[src/rtl/alu_rs_sched_pkg.sv]
// Shared definitions for the ALU reservation station: opcode encodings,
// ROB tag width and default depth.
// Build option: ALU_RS_AGE_ORDER_EN selects oldest-first issue instead of
// lowest-index-first.
package alu_rs_sched_pkg;

    localparam int unsigned DEPTH_DEFAULT = 8;
    localparam int unsigned RBID          = 4;
    localparam logic [31:0] NULL32        = '0;

    typedef enum logic [5:0] {
        OP_NOP = 6'd0,
        OP_ADD, OP_SUB, OP_SLL, OP_SLT, OP_SLTU, OP_XOR, OP_SRL, OP_SRA,
        OP_OR, OP_AND, OP_ADDI, OP_SLTI, OP_SLTIU, OP_XORI, OP_ORI, OP_ANDI,
        OP_SLLI, OP_SRLI, OP_SRAI, OP_LUI, OP_AUIPC, OP_BEQ, OP_BNE, OP_BLT,
        OP_BGE, OP_BLTU, OP_BGEU, OP_JAL, OP_JALR
    } alu_op_e;

endpackage

[src/rtl/alu_rs_sched_select.sv]
// Request arbiter for the ALU reservation station: one-hot grant from a
// request vector. With ALU_RS_AGE_ORDER_EN the winner is the request with no
// older requester according to the supplied age matrix; otherwise the lowest
// index wins.
module rs_select
    import alu_rs_sched_pkg::*;
#(
    parameter int unsigned DEPTH = DEPTH_DEFAULT
) (
    input  logic [DEPTH-1:0]            req,
`ifdef ALU_RS_AGE_ORDER_EN
    // older[i][j] = 1 means entry j is older than entry i
    input  logic [DEPTH-1:0][DEPTH-1:0] older,
`endif
    output logic [DEPTH-1:0]            grant,
    output logic                        grant_valid
);

    // Pick exactly one requester
    always_comb begin
        grant = '0;
`ifdef ALU_RS_AGE_ORDER_EN
        for (int unsigned i = 0; i < DEPTH; i++) begin
            grant[i] = req[i] && !(|(req & older[i]));
        end
`else
        for (int unsigned i = 0; i < DEPTH; i++) begin
            if (req[i] && (grant == '0)) begin
                grant[i] = 1'b1;
            end
        end
`endif
        grant_valid = |req;
    end

endmodule

[src/rtl/alu_rs_sched.sv]
// ALU reservation station and issue scheduler. Holds decoded ALU/branch/JALR
// ops until both operands are available (snooping the ALU and LSB CDBs) and
// issues one ready op per cycle to the combinational ALU via registered
// outputs.
// Build option: ALU_RS_AGE_ORDER_EN -- oldest-ready issue through an age
// matrix; undefined gives lowest-index-ready issue.
module alu_rs_sched
    import alu_rs_sched_pkg::*;
#(
    parameter int unsigned DEPTH = DEPTH_DEFAULT,
    parameter int unsigned ROB_W = RBID
) (
    input  logic             clk_in,
    input  logic             rst_in,
    input  logic             rdy_in,
    input  logic             clr_in,
    input  logic             iss_valid_in,
    input  logic [5:0]       iss_op_in,
    input  logic [31:0]      iss_vj_in,
    input  logic             iss_qj_valid_in,
    input  logic [ROB_W-1:0] iss_qj_in,
    input  logic [31:0]      iss_vk_in,
    input  logic             iss_qk_valid_in,
    input  logic [ROB_W-1:0] iss_qk_in,
    input  logic [ROB_W-1:0] iss_rob_in,
    output logic             full_out,
    input  logic             cdb_alu_valid_in,
    input  logic [ROB_W-1:0] cdb_alu_rob_in,
    input  logic [31:0]      cdb_alu_val_in,
    input  logic             cdb_lsb_valid_in,
    input  logic [ROB_W-1:0] cdb_lsb_rob_in,
    input  logic [31:0]      cdb_lsb_val_in,
    output logic             alu_flag_out,
    output logic [5:0]       alu_op_out,
    output logic [31:0]      alu_val1_out,
    output logic [31:0]      alu_val2_out,
    output logic [ROB_W-1:0] alu_rob_out
);

    logic [DEPTH-1:0] busy, qj_v, qk_v, ready;
    logic [5:0]       op  [DEPTH];
    logic [31:0]      vj  [DEPTH];
    logic [31:0]      vk  [DEPTH];
    logic [ROB_W-1:0] qj  [DEPTH];
    logic [ROB_W-1:0] qk  [DEPTH];
    logic [ROB_W-1:0] rob [DEPTH];

    logic [DEPTH-1:0] wj_alu, wj_lsb, wk_alu, wk_lsb;
    logic [DEPTH-1:0] sel_gnt, free_gnt;
    logic             sel_valid, free_valid, do_ins;
    logic [31:0]      ins_vj, ins_vk;
    logic             ins_qj_v, ins_qk_v;
    logic [5:0]       d_op;
    logic [31:0]      d_vj, d_vk;
    logic [ROB_W-1:0] d_rob;

    assign ready    = busy & ~qj_v & ~qk_v;
    assign full_out = &busy;
    assign do_ins   = iss_valid_in && free_valid;

`ifdef ALU_RS_AGE_ORDER_EN
    logic [DEPTH-1:0][DEPTH-1:0] age;
    logic [DEPTH-1:0][DEPTH-1:0] low_first;

    // Static "lower index is older" matrix so the free-slot finder picks the lowest free slot
    always_comb begin
        low_first = '0;
        for (int unsigned i = 0; i < DEPTH; i++) begin
            for (int unsigned j = 0; j < DEPTH; j++) begin
                low_first[i][j] = (j < i);
            end
        end
    end

    // Age matrix: a new row is younger than every busy entry; a freed entry's column is cleared
    always_ff @(posedge clk_in or negedge rst_in) begin
        if (!rst_in) begin
            age <= '0;
        end else if (rdy_in) begin
            if (clr_in) begin
                age <= '0;
            end else begin
                for (int unsigned i = 0; i < DEPTH; i++) begin
                    if (do_ins && free_gnt[i]) begin
                        age[i] <= busy;
                    end
                end
                for (int unsigned i = 0; i < DEPTH; i++) begin
                    for (int unsigned j = 0; j < DEPTH; j++) begin
                        if (sel_valid && sel_gnt[j]) begin
                            age[i][j] <= 1'b0;
                        end
                    end
                end
            end
        end
    end
`endif

    rs_select #(.DEPTH(DEPTH)) u_issue_sel (
        .req         (ready),
`ifdef ALU_RS_AGE_ORDER_EN
        .older       (age),
`endif
        .grant       (sel_gnt),
        .grant_valid (sel_valid)
    );

    rs_select #(.DEPTH(DEPTH)) u_free_sel (
        .req         (~busy),
`ifdef ALU_RS_AGE_ORDER_EN
        .older       (low_first),
`endif
        .grant       (free_gnt),
        .grant_valid (free_valid)
    );

    // Per-entry CDB tag matches for pending operands
    always_comb begin
        for (int unsigned i = 0; i < DEPTH; i++) begin
            wj_alu[i] = busy[i] && qj_v[i] && cdb_alu_valid_in && (qj[i] == cdb_alu_rob_in);
            wj_lsb[i] = busy[i] && qj_v[i] && cdb_lsb_valid_in && (qj[i] == cdb_lsb_rob_in);
            wk_alu[i] = busy[i] && qk_v[i] && cdb_alu_valid_in && (qk[i] == cdb_alu_rob_in);
            wk_lsb[i] = busy[i] && qk_v[i] && cdb_lsb_valid_in && (qk[i] == cdb_lsb_rob_in);
        end
    end

    // Insert bypass: an operand whose producer broadcasts this cycle is captured directly (ALU first)
    always_comb begin
        ins_vj   = iss_vj_in;
        ins_qj_v = iss_qj_valid_in;
        if (iss_qj_valid_in && cdb_alu_valid_in && (iss_qj_in == cdb_alu_rob_in)) begin
            ins_vj   = cdb_alu_val_in;
            ins_qj_v = 1'b0;
        end else if (iss_qj_valid_in && cdb_lsb_valid_in && (iss_qj_in == cdb_lsb_rob_in)) begin
            ins_vj   = cdb_lsb_val_in;
            ins_qj_v = 1'b0;
        end
        ins_vk   = iss_vk_in;
        ins_qk_v = iss_qk_valid_in;
        if (iss_qk_valid_in && cdb_alu_valid_in && (iss_qk_in == cdb_alu_rob_in)) begin
            ins_vk   = cdb_alu_val_in;
            ins_qk_v = 1'b0;
        end else if (iss_qk_valid_in && cdb_lsb_valid_in && (iss_qk_in == cdb_lsb_rob_in)) begin
            ins_vk   = cdb_lsb_val_in;
            ins_qk_v = 1'b0;
        end
    end

    // Payload of the granted entry; all zero when nothing is granted
    always_comb begin
        d_op  = '0;
        d_vj  = NULL32;
        d_vk  = NULL32;
        d_rob = '0;
        for (int unsigned i = 0; i < DEPTH; i++) begin
            if (sel_gnt[i]) begin
                d_op  = op[i];
                d_vj  = vj[i];
                d_vk  = vk[i];
                d_rob = rob[i];
            end
        end
    end

    // Control state and registered ALU outputs: flush > wakeup/dispatch/insert
    always_ff @(posedge clk_in or negedge rst_in) begin
        if (!rst_in) begin
            busy         <= '0;
            qj_v         <= '0;
            qk_v         <= '0;
            alu_flag_out <= 1'b0;
            alu_op_out   <= '0;
            alu_val1_out <= NULL32;
            alu_val2_out <= NULL32;
            alu_rob_out  <= '0;
        end else if (rdy_in) begin
            if (clr_in) begin
                busy         <= '0;
                qj_v         <= '0;
                qk_v         <= '0;
                alu_flag_out <= 1'b0;
                alu_op_out   <= '0;
                alu_val1_out <= NULL32;
                alu_val2_out <= NULL32;
                alu_rob_out  <= '0;
            end else begin
                for (int unsigned i = 0; i < DEPTH; i++) begin
                    if (wj_alu[i] || wj_lsb[i]) qj_v[i] <= 1'b0;
                    if (wk_alu[i] || wk_lsb[i]) qk_v[i] <= 1'b0;
                    if (sel_valid && sel_gnt[i]) busy[i] <= 1'b0;
                    // free slot comes from registered busy, so it never collides with the dispatched one
                    if (do_ins && free_gnt[i]) begin
                        busy[i] <= 1'b1;
                        qj_v[i] <= ins_qj_v;
                        qk_v[i] <= ins_qk_v;
                    end
                end
                alu_flag_out <= sel_valid;
                alu_op_out   <= d_op;
                alu_val1_out <= d_vj;
                alu_val2_out <= d_vk;
                alu_rob_out  <= d_rob;
            end
        end
    end

    // Entry payload: operand capture on wakeup and field write on insert
    always_ff @(posedge clk_in) begin
        if (rdy_in && !clr_in) begin
            for (int unsigned i = 0; i < DEPTH; i++) begin
                if (wj_alu[i])      vj[i] <= cdb_alu_val_in;
                else if (wj_lsb[i]) vj[i] <= cdb_lsb_val_in;
                if (wk_alu[i])      vk[i] <= cdb_alu_val_in;
                else if (wk_lsb[i]) vk[i] <= cdb_lsb_val_in;
                if (do_ins && free_gnt[i]) begin
                    op[i]  <= iss_op_in;
                    vj[i]  <= ins_vj;
                    qj[i]  <= iss_qj_in;
                    vk[i]  <= ins_vk;
                    qk[i]  <= iss_qk_in;
                    rob[i] <= iss_rob_in;
                end
            end
        end
    end

    // Inserting into a full station is a dispatcher protocol violation
    a_no_insert_when_full: assert property (
        @(posedge clk_in) disable iff (!rst_in)
        (rdy_in && iss_valid_in) |-> !full_out
    ) else $error("alu_rs_sched: iss_valid_in asserted while full_out");

endmodule
[config.mk]
export PLATFORM = sky130hd
export DESIGN_NAME = alu_rs_sched
export DESIGN_NICKNAME = d
export VERILOG_FILES = /design/src/rtl/alu_rs_sched_pkg.sv /design/src/rtl/alu_rs_sched_select.sv /design/src/rtl/alu_rs_sched.sv
export SDC_FILE = /design/constraint.sdc
export NUM_CORES = 2
export LEC_CHECK = 0
export CAP_MARGIN = 20
export CORE_MARGIN = 2
export CORE_UTILIZATION = 30
export CTS_CLUSTER_DIAMETER = 150
export DETAILED_ROUTE_END_ITERATION = 8
export SLEW_MARGIN = 0
export SYNTH_ARGS = -nofsm -noshare
export SYNTH_HDL_FRONTEND = slang
export SYNTH_HIERARCHICAL = 1
export SYNTH_SLANG_ARGS = --single-unit
[constraint.sdc]
create_clock -name clk_in -period 3.1 [get_ports clk_in]
set_input_delay 0.465 -clock clk_in [delete_from_list [all_inputs] [get_ports clk_in]]
set_output_delay 0.465 -clock clk_in [all_outputs]
set_load 0.05 [all_outputs]
==> run_results.csv <==
group,metric,value,unit
global_route,antenna_found_initial,4,
global_route,grt_pass1_vias,34200,
synthesis,synthCells,3775,
global_route,grt_usage,24.0,%
setup_path,cpMostUsedCell,"buf_4",
timing,fin_crit,3.02,ns
setup_path,cp_data_required_time,3.55,ns
setup_path,start_kind,"register",
power,finalPower,0.0305,W
clock_tree,cts_tree,"built",
timing,final_hold_viol_count,0,
cells_and_area,layout_common_cells,"edfxtp_1 (656), nand2_1 (613), a21oi_1 (311), o221a_2 (262), o221a_1 (248)",
status,status,"finished clean",
synthesis,synthFlopType,"edfxtp_1",
drt,drtIter0Drc,4643,
synthesis,synth_edf_count,656,
clock_tree,htreeDepth,3,
cells_and_area,fill_cells,13500,
cells_and_area,layout-drive-gt1-share,21.5,%
setup_path,reg2reg_depth,9,
timing,fmax,331,MHz
floorplanning,die_w,378,um
synthesis,avgSynthCellArea,11.1,um^2
drt,totalWireLength,175,mm
power,irDropWorstVdd,461,uV
clock_tree,clk_latency,0.70,ns
setup_path,crit_path_top_delay_cell,"buf_4",
global_route,grt_pass1_wl,250,mm
timing,skew,0.0349,ns
clock_tree,root_buffer,"clkbuf_16",
clock_tree,numCtsBuffers,88,
setup_path,cp.buffers_inverters,3,
global_route,overflow,0,
run,cap_violations,0,
setup_path,cp.depth,9,
synthesis,yosys-top-cells-area,"edfxtp_1 (47%), o221a_2 (7.0%), o221a_1 (6.7%)",
timing,fin_crit_sh,97.5,%
clock_tree,clk_pin_slew_worst_paths,0.06,ns
drt,avgRoutedWirePerCell,29.6,um
power,combPwrFrac,27.1,%
power,p_switching,0.00999,W
synthesis,synth_cell_type_count,64,
synthesis,async_flop_share,13.1,%
synthesis,synth_top_area_share,47.0,%
drt,via_count,35600,
timing,hold_ws,0.395,ns
floorplanning,die_height,378,um
cells_and_area,fin_area,0.0517,mm^2
drt,dr.pass1.iters,6,
power,p_seq_share,38.9,%
timing,rsz0062_at_grt,"false",
power,power_leakage,16.7,nW
timing,setup_viol,0,
synthesis,yosysTopAreaCell,"edfxtp_1",
setup_path,critPathArrivalTime,3.47,ns
min_path,min_path_type,"input pin to async pin",
power,switching_share,32.8,%
power,p_clk_share,34.0,%
cells_and_area,areaGrowthSynthToFinish,23.3,%
floorplanning,core,0.139,mm^2
power,p_int,0.0205,W
timing,drv_slew,0,
floorplanning,ioPinCount,239,
clock_tree,clock_path_buffers,3,
drt,viasPerCell,6.02,
floorplanning,core.rowCount,137,
drt,drc,0,
setup_path,cpPeakStageDelay,0.39,ns
setup_path,critPathTopFamily,"simple AND/OR/NAND/NOR gates",
place,gp_congestion,0.913,
global_route,grt_max_degree,83,
place,hpwl,114,mm
synthesis,synth_fp_nets,3938,
power,power_density,590,mW/mm^2
cells_and_area,final_common_cell,"edfxtp_1",
place,placed_cell_area,0.0489,mm^2
drt,ant_nets,0,
timing,fin_ws,0.0764,ns
setup_path,path_max_fanout,29,
place,dp_slack,-0.183,ns
timing,slew_headroom,25.9,%
synthesis,synth_area,0.0419,mm^2
cells_and_area,fin_nets,4122,
place,portBuffers,238,
floorplanning,initial_utilization,30.1,%
clock_tree,clock_sinks,755,
setup_path,critPathCaptureType,"register",
setup_path,critical_path_class,"register to register",
setup_path,crit_path_cell_trace,"inv_1, nor4_4, buf_4, nand3_4, and3_1, nor3_2, nand3_1, buf_4, o221a_2",
synthesis,synth_warnings,6,
timing,tightest_slew,1.11,ns
floorplanning,die_area,0.143,mm^2
synthesis,ys_seq_elements,755,
synthesis,ys_seq_area_share,52.9,%
[worst register-to-register path, cell delays in order, from the launching register on]
cell	delay, ns
dfrtp_1	0.35
inv_1	0.09
nor4_4	0.27
buf_4	0.19
nand3_4	0.13
and3_1	0.28
nor3_2	0.36
nand3_1	0.29
buf_4	0.40
o221a_2	0.44
[routing by layer]
layer | up-vias | routed length [um] | GRT usage, %
met2 | 2251 | 78300 | 37.3
met1 | 17900 | 70500 | 32.2
met3 | 413 | 19200 | 5.29
met4 | 10 | 6900 | 9.81
li1 | 15000 | - | -
met5 | - | 66 | 0
[cell families after synthesis]
logic type                after synthesis  share of synthesized area [%]
xor gates and xnor gates              144                           3.03
muxes                                   1                         0.0239
DFF                                   755                           52.9
and+or+nand+nor                       955                           10.5
AOI/OAI and AO/OA                    1257                           26.9
buffers and inverters                 663                           6.69
[through the flow]
step	cells	setup TNS (ns)	util (%)
floorplan	3775	-1.02	-
global placement	5743	-16.24	35.1
detailed placement	5743	-14.51	35.1
CTS	5903	0	37.1
global route	5904	0	37.1
finish	5906	0	37.1
[flip-flops by register name, indices dropped and copies added, names as in the netlist]
name          flops
op               48
rob              32
vk              256
alu_val1_out     32
alu_val2_out     32
alu_rob_out       4
alu_flag_out      1
qk               32
qk_v              8
alu_op_out        6
qj               32
busy              8
qj_v              8
vj              256
[cell usage after synthesis (all sizes together), types with 6 or more instances]
cell type  number
o22ai          17
a21oi         321
nor2           55
o221a         510
and3           44
dfrtp          99
xor2           81
o31ai          73
nor2b          77
nand2         616
a22oi           8
o21ai          20
nand3          27
a21boi          6
nand4          65
nor4           13
clkbuf        307
or4            12
a221oi        146
xnor2          63
a211oi        138
buf           176
edfxtp        656
a31oi           6
inv           180
nor3           22
[cell type report]
| type | instances | area [um^2] | share of cell area [%] |
|---|---|---|---|
| diodes | 2 | 5.00 | 0.00968 |
| clock buffers | 126 | 2450 | 4.73 |
| clock inverters | 33 | 357 | 0.690 |
| inverters | 180 | 691 | 1.34 |
| multi-input cells | 2357 | 17200 | 33.4 |
| flip-flops and latches | 755 | 22200 | 42.9 |
| well taps | 1876 | 2350 | 4.54 |
| repair buffers | 577 | 6440 | 12.4 |
[power groups by stage]
stage / registers [W] / clock network (W) / logic (W)
6_report: 0.0119 / 0.0104 / 0.00826
5_1_grt: 0.0119 / 0.0109 / 0.00873
4_1_cts: 0.0119 / 0.0105 / 0.00817
3_5_place_dp: 0.0121 / 0 / 0.00814
3_3_place_gp: 0.0121 / 0 / 0.00807
2_1_floorplan: 0.0128 / 0 / 0.00388
[worst paths after layout]
check	start	endpoint	slack [ns]
max in group asynchronous	rst_in	qj_v[5]	1.95
min in group clk_in	cdb_lsb_valid_in	qk_v[6]	0.48
setup / recovery	busy[0]	vj[1][106]	0.08
hold / removal	rst_in	alu_val2_out[7]	0.40
setup reg to reg	busy[0]	vj[1][106]	0.08
hold reg to reg	vk[1][47]	alu_val2_out[15]	0.53
[repair_timing]
item / 4_1_cts / 5_1_grt
gates resized for setup: 2 / 1
pin swaps: 0 / 1
hold buffers: 1 / 0
endpoints found under the hold margin: 44 / 0
endpoints found under the setup margin: 126 / 111
buffers inserted: 0 / 1
Note: power is estimated with default switching activity, not from simulation.
